## config.mk

```make
export PLATFORM = sky130hd
export DESIGN_NAME = frame_sync_deserializer
export DESIGN_NICKNAME = d
export VERILOG_FILES = /design/src/rtl/frame_sync_deserializer_pkg.sv /design/src/rtl/frame_sync_deserializer.sv
export SDC_FILE = /design/constraint.sdc
export NUM_CORES = 1
export LEC_CHECK = 0
export ABC_AREA = 1
export CAP_MARGIN = 10
export CORE_MARGIN = 3
export CORE_UTILIZATION = 49
export DETAILED_ROUTE_END_ITERATION = 12
export PLACE_DENSITY_LB_ADDON = 0.08
export SYNTH_ARGS = -nofsm -noshare
export SYNTH_HDL_FRONTEND = slang
export SYNTH_SLANG_ARGS = --single-unit
```

## constraint.sdc

```tcl
create_clock -name sysclk -period 1.7 [get_ports sysclk]
set_clock_uncertainty 0.15 [all_clocks]
set_input_delay 0.51 -clock sysclk [delete_from_list [all_inputs] [get_ports sysclk]]
set_output_delay 0.51 -clock sysclk [all_outputs]
set_load 0.03 [all_outputs]
```

## src/rtl/frame_sync_deserializer_pkg.sv

```systemverilog
// Shared definitions for the frame-sync deserializer: FSM state encoding and
// the default frame sync pattern.
package frame_sync_deserializer_pkg;

    typedef enum logic [1:0] {
        ST_HUNT  = 2'd0,
        ST_CHECK = 2'd1,
        ST_LOCK  = 2'd2
    } state_e;

    localparam logic [7:0] SYNC_WORD_DEFAULT = 8'b0111_1110;

endpackage

```

## src/rtl/frame_sync_deserializer.sv

```systemverilog
// Serial frame-sync deserializer: hunts for a sync word, confirms it one slot
// later, then emits payload bytes while flywheeling over isolated sync misses.
module frame_sync_deserializer
    import frame_sync_deserializer_pkg::*;
#(
    parameter logic [7:0] SYNC_WORD     = SYNC_WORD_DEFAULT,
    parameter int         PAYLOAD_BYTES = 2,
    parameter int         MISS_LIMIT    = 2
) (
    input  logic       sysclk,
    input  logic       reset,
    input  logic       bit_in,
    input  logic       bit_valid,
    output logic [7:0] data_out,
    output logic       data_valid,
    output logic       frame_start,
    output logic       locked,
    output logic       sync_err,
    output state_e     state_dbg
);

    localparam int               SLOT_BITS   = 8 * (PAYLOAD_BYTES + 1);
    localparam int               CNT_W       = $clog2(SLOT_BITS);
    localparam logic [CNT_W-1:0] SYNC_LAST   = CNT_W'(SLOT_BITS - 1);
    localparam logic [CNT_W-1:0] PAYLOAD_END = CNT_W'(8 * PAYLOAD_BYTES);
    localparam logic [CNT_W-1:0] FIRST_BYTE  = CNT_W'(7);
    localparam logic [1:0]       MISS_MAX    = 2'(MISS_LIMIT);

    state_e           state_q, state_d;
    logic [7:0]       shift_q, shift_d;
    logic [CNT_W-1:0] cnt_q,   cnt_d;
    logic [3:0]       fill_q,  fill_d;
    logic [1:0]       miss_q,  miss_d;
    logic [7:0]       data_q,  data_d;
    logic             dv_q,    dv_d;
    logic             fs_q,    fs_d;
    logic             err_q,   err_d;
    logic             slot_end;
    logic             byte_end;

    assign slot_end = (cnt_q == SYNC_LAST);
    assign byte_end = (cnt_q[2:0] == 3'd7) && (cnt_q < PAYLOAD_END);

    always_comb begin
        state_d = state_q;
        shift_d = shift_q;
        cnt_d   = cnt_q;
        fill_d  = fill_q;
        miss_d  = miss_q;
        data_d  = data_q;
        dv_d    = 1'b0;
        fs_d    = 1'b0;
        err_d   = 1'b0;
        if (bit_valid) begin
            shift_d = {shift_q[6:0], bit_in};
            case (state_q)
                ST_HUNT: begin
                    // fill_q == 7 means the current bit is the 8th since the search began
                    if (fill_q >= 4'd7 && shift_d == SYNC_WORD) begin
                        state_d = ST_CHECK;
                        cnt_d   = '0;
                        fill_d  = '0;
                    end else if (fill_q != 4'd8) begin
                        fill_d = fill_q + 4'd1;
                    end
                end
                ST_CHECK, ST_LOCK: begin
                    cnt_d = slot_end ? '0 : cnt_q + CNT_W'(1);
                    if (state_q == ST_LOCK && byte_end) begin
                        data_d = shift_d;
                        dv_d   = 1'b1;
                        fs_d   = (cnt_q == FIRST_BYTE);
                    end
                    if (slot_end) begin
                        if (shift_d == SYNC_WORD) begin
                            state_d = ST_LOCK;
                            miss_d  = '0;
                        end else begin
                            err_d = 1'b1;
                            if (state_q == ST_CHECK || (miss_q + 2'd1) == MISS_MAX) begin
                                state_d = ST_HUNT;
                                miss_d  = '0;
                                fill_d  = '0;
                            end else begin
                                miss_d = miss_q + 2'd1;
                            end
                        end
                    end
                end
                default: begin
                    state_d = ST_HUNT;
                    fill_d  = '0;
                end
            endcase
        end
    end

    always_ff @(posedge sysclk) begin
        if (!reset) begin
            state_q <= ST_HUNT;
            shift_q <= '0;
            cnt_q   <= '0;
            fill_q  <= '0;
            miss_q  <= '0;
            data_q  <= '0;
            dv_q    <= 1'b0;
            fs_q    <= 1'b0;
            err_q   <= 1'b0;
        end else begin
            state_q <= state_d;
            shift_q <= shift_d;
            cnt_q   <= cnt_d;
            fill_q  <= fill_d;
            miss_q  <= miss_d;
            data_q  <= data_d;
            dv_q    <= dv_d;
            fs_q    <= fs_d;
            err_q   <= err_d;
        end
    end

    assign data_out    = data_q;
    assign data_valid  = dv_q;
    assign frame_start = fs_q;
    assign sync_err    = err_q;
    assign locked      = (state_q == ST_LOCK);
    assign state_dbg   = state_q;

endmodule

```

==> results.md <==
Timing:
- The minimum setup slack in the final design is 11.0 ps.
- Derived from the worst setup path, the maximum achievable clock frequency is 592 MHz.
- The final hold violation count is 0.
- The post-layout minimum cycle time is 1690 ps.
- The final period utilization is 99.4%.
- The setup TNS is 0 ps.
- Setup repair after global routing could not meet its margin everywhere.
- The number of slew-limit violations in the final report is 0.
- At the pin with the least slew margin, the transition time is 234 ps.
- Headroom to the max-slew limit came out at 84.3%.
- Setup violations remaining at the end of the flow were counted as 0.
- The worst hold-check slack is 346 ps.

Clock network:
- The clock buffer count from CTS is 5.
- The number of buffers on the longest clock path is 2.
- The total clock sinks is 31.
- The CTS H-tree depth is 2.
- The source-to-sink clock delay at the later pin of the worst-skew pair is 330 ps.
- The master cell of the clock root buffer is clkbuf_4.
- The clock tree from TritonCTS is built.
- After clock tree synthesis, the clock-pin slew on the worst setup and hold paths is 110 ps.

GRT:
- The number of antenna violations at the first check in global routing came to 0.
- The via count of the first global-routing pass is 1257.
- The largest net degree at the start of global routing is 13.
- Global routing consumed, over all layers together, 19.7% of the routing resources.
- Summed over all layers, the global routing overflow is 0.
- The first global-routing pass estimated 5.41 mm of wire.

Yosys:
- The post-synthesis instance area is 0.00150 sq mm.
- In this run, synthesis inferred 0 flip-flops with an integrated enable.
- Yosys mapped the design onto 27 distinct sky130hd cell types.
- The fraction of the yosys area taken by sequential cells is 41.4%.
- The gate count of the mapped netlist is 196.
- The number of register bits inferred by synthesis is 31.
- After synthesis, the share of flip-flops with an asynchronous set or reset is 0%.
- The number of warnings reported in the yosys synthesis log is 0.
- The top flip-flop cell by instance count after synthesis is dfxtp_1.
- The number of nets handed over by synthesis was 208.
- A synthesized cell averages 7.65 sq um.

Placement:
- The count of input and output buffers is 17.
- Once detailed placement completed, the half-perimeter wirelength came to 2.42 mm.
- The placed instances occupy a cell area of 0.00180 sq mm.
- Timing analysis after detailed placement gives a worst setup slack of -317 ps.
- The placed instance count is 252.
- At the end of routability-driven placement, the weighted congestion stood at 0.864.

Pwr:
- In this run the power density over the cells is 807 mW/mm^2.
- In this run, the clock network consumes 26.0% of the power.
- The internal power of the cells totals 1.08 mW.
- The share of power burned in combinational logic is 23.1%.
- Summing internal, switching and leakage power gives 1.57 mW.
- The largest voltage drop on the vdd net is 0.603 mV.
- Of the total power, registers draw 50.9%.
- For this design the total switching power over the nets is 0.495 mW.
- The static leakage power is 0.849 nW.
- In this run switching power makes up 31.5% of total power.

Routing:
- Summed over all layers, the routed wires come to 3.26 mm.
- In this run the remaining antenna-violating nets after routing total 0.
- In the final routed layout, each cell accounts on average for 12.2 um.
- The detailed router placed 1392 vias in this run.
- In the routed layout, each cell is associated on average with a via count of 5.23.
- The DRC violation total after the first TritonRoute iteration is 58.
- For this run, design rule violations remaining after detail routing come to 0.
- The first detailed-routing pass ran for 5 iterations.

Critical path:
- For the worst flop-to-flop path, the logic depth is 7.
- The maximum fanout encountered on the critical timing path is 3.
- Setup slack on the worst reg-to-reg path comes out at 20 ps.
- For the worst setup path, the data arrival time is 1030 ps.
- The type of destination of the critical path is an output pin.
- The worst reg2reg path endpoint is cnt_q[4].
- The startpoint of the worst register-to-register path is state_dbg[1].
- The data required time at the worst endpoint is 1040 ps.
- The kind of start point of the critical path is a flip-flop.
- The worst setup path is of the flip-flop to output pin kind.

Worst hold path:
- The number of cells traversed by the worst hold path is 2.
- The worst min-delay path startpoint is miss_q[1].
- The min-delay analysis places its worst path in the category flip-flop to flip-flop.
- The worst-case hold path end point is miss_q[1].

Floorplan:
- The region available for standard cell placement spans 0.00283 sq mm.
- The die extent in x is 61.3 um.
- The number of primary I/O pins is 18.
- Row generation in the floorplan step produced 19 rows.
- In this run the vertical extent of the chip is 61.3 um.
- The effective utilization at floorplan is 53.0%.
- The overall die area is 0.00376 sq mm.

Run:
- Max-cap violations in this run came to 0.

Status:
- The flow ran to the end, and the final reports show no timing, DRC or antenna violations.

Final layout:
- The share of post-route cells with drive strength above 1 is 31.5%.
- The antenna diode count is 0.
- The non-filler instance count after layout is 266.
- For this run, the share of the core covered by cells in the final layout is 68.7%.
- The area growth from synthesis to layout is 29.7%.
- The final layout net count is 246.
- The final instance area is 0.00194 sq mm.
==> cells in the mapped netlist (2+ instances only) <==
| library cell | n | share of area [%] |
|---|---|---|
| nand4_1 | 3 | 1.3 |
| nor3_1 | 3 | 1.0 |
| xor2_1 | 2 | 1.2 |
| inv_2 | 2 | 0.50 |
| nor2_1 | 29 | 7.3 |
| nand3_1 | 16 | 5.3 |
| a21oi_1 | 18 | 6.0 |
| nand2_1 | 26 | 6.5 |
| nand2_4 | 2 | 1.5 |
| ha_1 | 8 | 6.7 |
| buf_2 | 2 | 0.67 |
| nor2_4 | 3 | 2.3 |
| dfxtp_1 | 31 | 41 |
| inv_1 | 17 | 4.3 |
| o21ai_0 | 17 | 5.7 |
| nand2_2 | 6 | 2.5 |
==> power groups by stage <==
stage	Clock (mW)	Combinational (mW)	Sequential, mW
floorplan	0	0.223	0.809
global placement	0	0.310	0.804
detailed placement	0	0.318	0.807
CTS	0.426	0.328	0.793
global route	0.466	0.395	0.806
finish	0.408	0.363	0.799
==> state kept, by name, summed over array words and instances (netlist names) <==
| name | cells |
|---|---|
| fill_q | 4 |
| data_valid | 1 |
| frame_start | 1 |
| shift_q | 7 |
| sync_err | 1 |
| cnt_q | 5 |
| miss_q | 2 |
| data_out | 8 |
| state_dbg | 2 |
==> logic make-up (layout without fill, tap and decap cells) <==
kind of cell	after synthesis	count (layout)	share of synthesized area, %
compound gates	37	37	13.4
xor+xnor	2	2	1.17
fa+ha+maj	8	8	6.68
buf+inv	24	63	6.18
flops	31	31	41.4
simple gates	94	94	31.2
==> worst max-delay path by stage <==
stage	slack, ps	endpoint	cells past startpoint	start
global placement	-290	cnt_q[0]	9	bit_in
floorplan	20	data_out[0]	7	state_dbg[0]
global route	-50	cnt_q[0]	7	state_dbg[1]
finish	10	locked	3	state_dbg[0]
CTS	-9	locked	3	state_dbg[0]
detailed placement	-320	cnt_q[0]	9	bit_in
==> placed cells by master (no fill, tap or decap), types with 4 or more instances in the layout <==
cell,count
o21ai_0,17
inv_1,15
clkdlybuf4s15_2,7
nand3_1,15
buf_4,18
ha_1,5
clkbuf_4,5
nand2_1,23
nand2_2,9
dfxtp_4,4
a21oi_1,17
dfxtp_1,25
nor2_1,29
==> area by class of cell <==
| class | instances | area, sq um |
|---|---|---|
| Clock inverter | 3 | 15.0 |
| Clock buffer | 5 | 37.5 |
| Fill cell | 248 | 885 |
| Timing Repair Buffer | 35 | 293 |
| Tap cell | 31 | 38.8 |
| Multi-Input combinational cell | 141 | 840 |
| Inverter | 20 | 82.6 |
| Sequential cell | 31 | 638 |
==> what timing repair did <==
action	4_1_cts	5_1_grt
setup buffers	1	5
pin swaps	3	10
resized for setup	43	24
gates cloned	0	0
hold buffers	0	0
setup endpoints to repair	16	21
endpoints found under the hold margin	0	0
==> worst max-delay path, cell delays in order, from the launching register on <==
cell,delay (ps)
dfxtp_4,380
inv_4,50
ha_4,150
buf_6,130
==> metal layers <==
| layer | part of all wire [%] | routed length (um) | vias to the layer above | GRT usage, % |
|---|---|---|---|---|
| met5 | 0 | 0 | - | 0 |
| met4 | 1.9 | 63 | 0 | 8.98 |
| met1 | 47 | 1540 | 624 | 25.4 |
| met3 | 5.3 | 171 | 8 | 6.08 |
| li1 | - | - | 724 | - |
| met2 | 46 | 1480 | 36 | 30.2 |
Power figures use the tool's default switching activity.
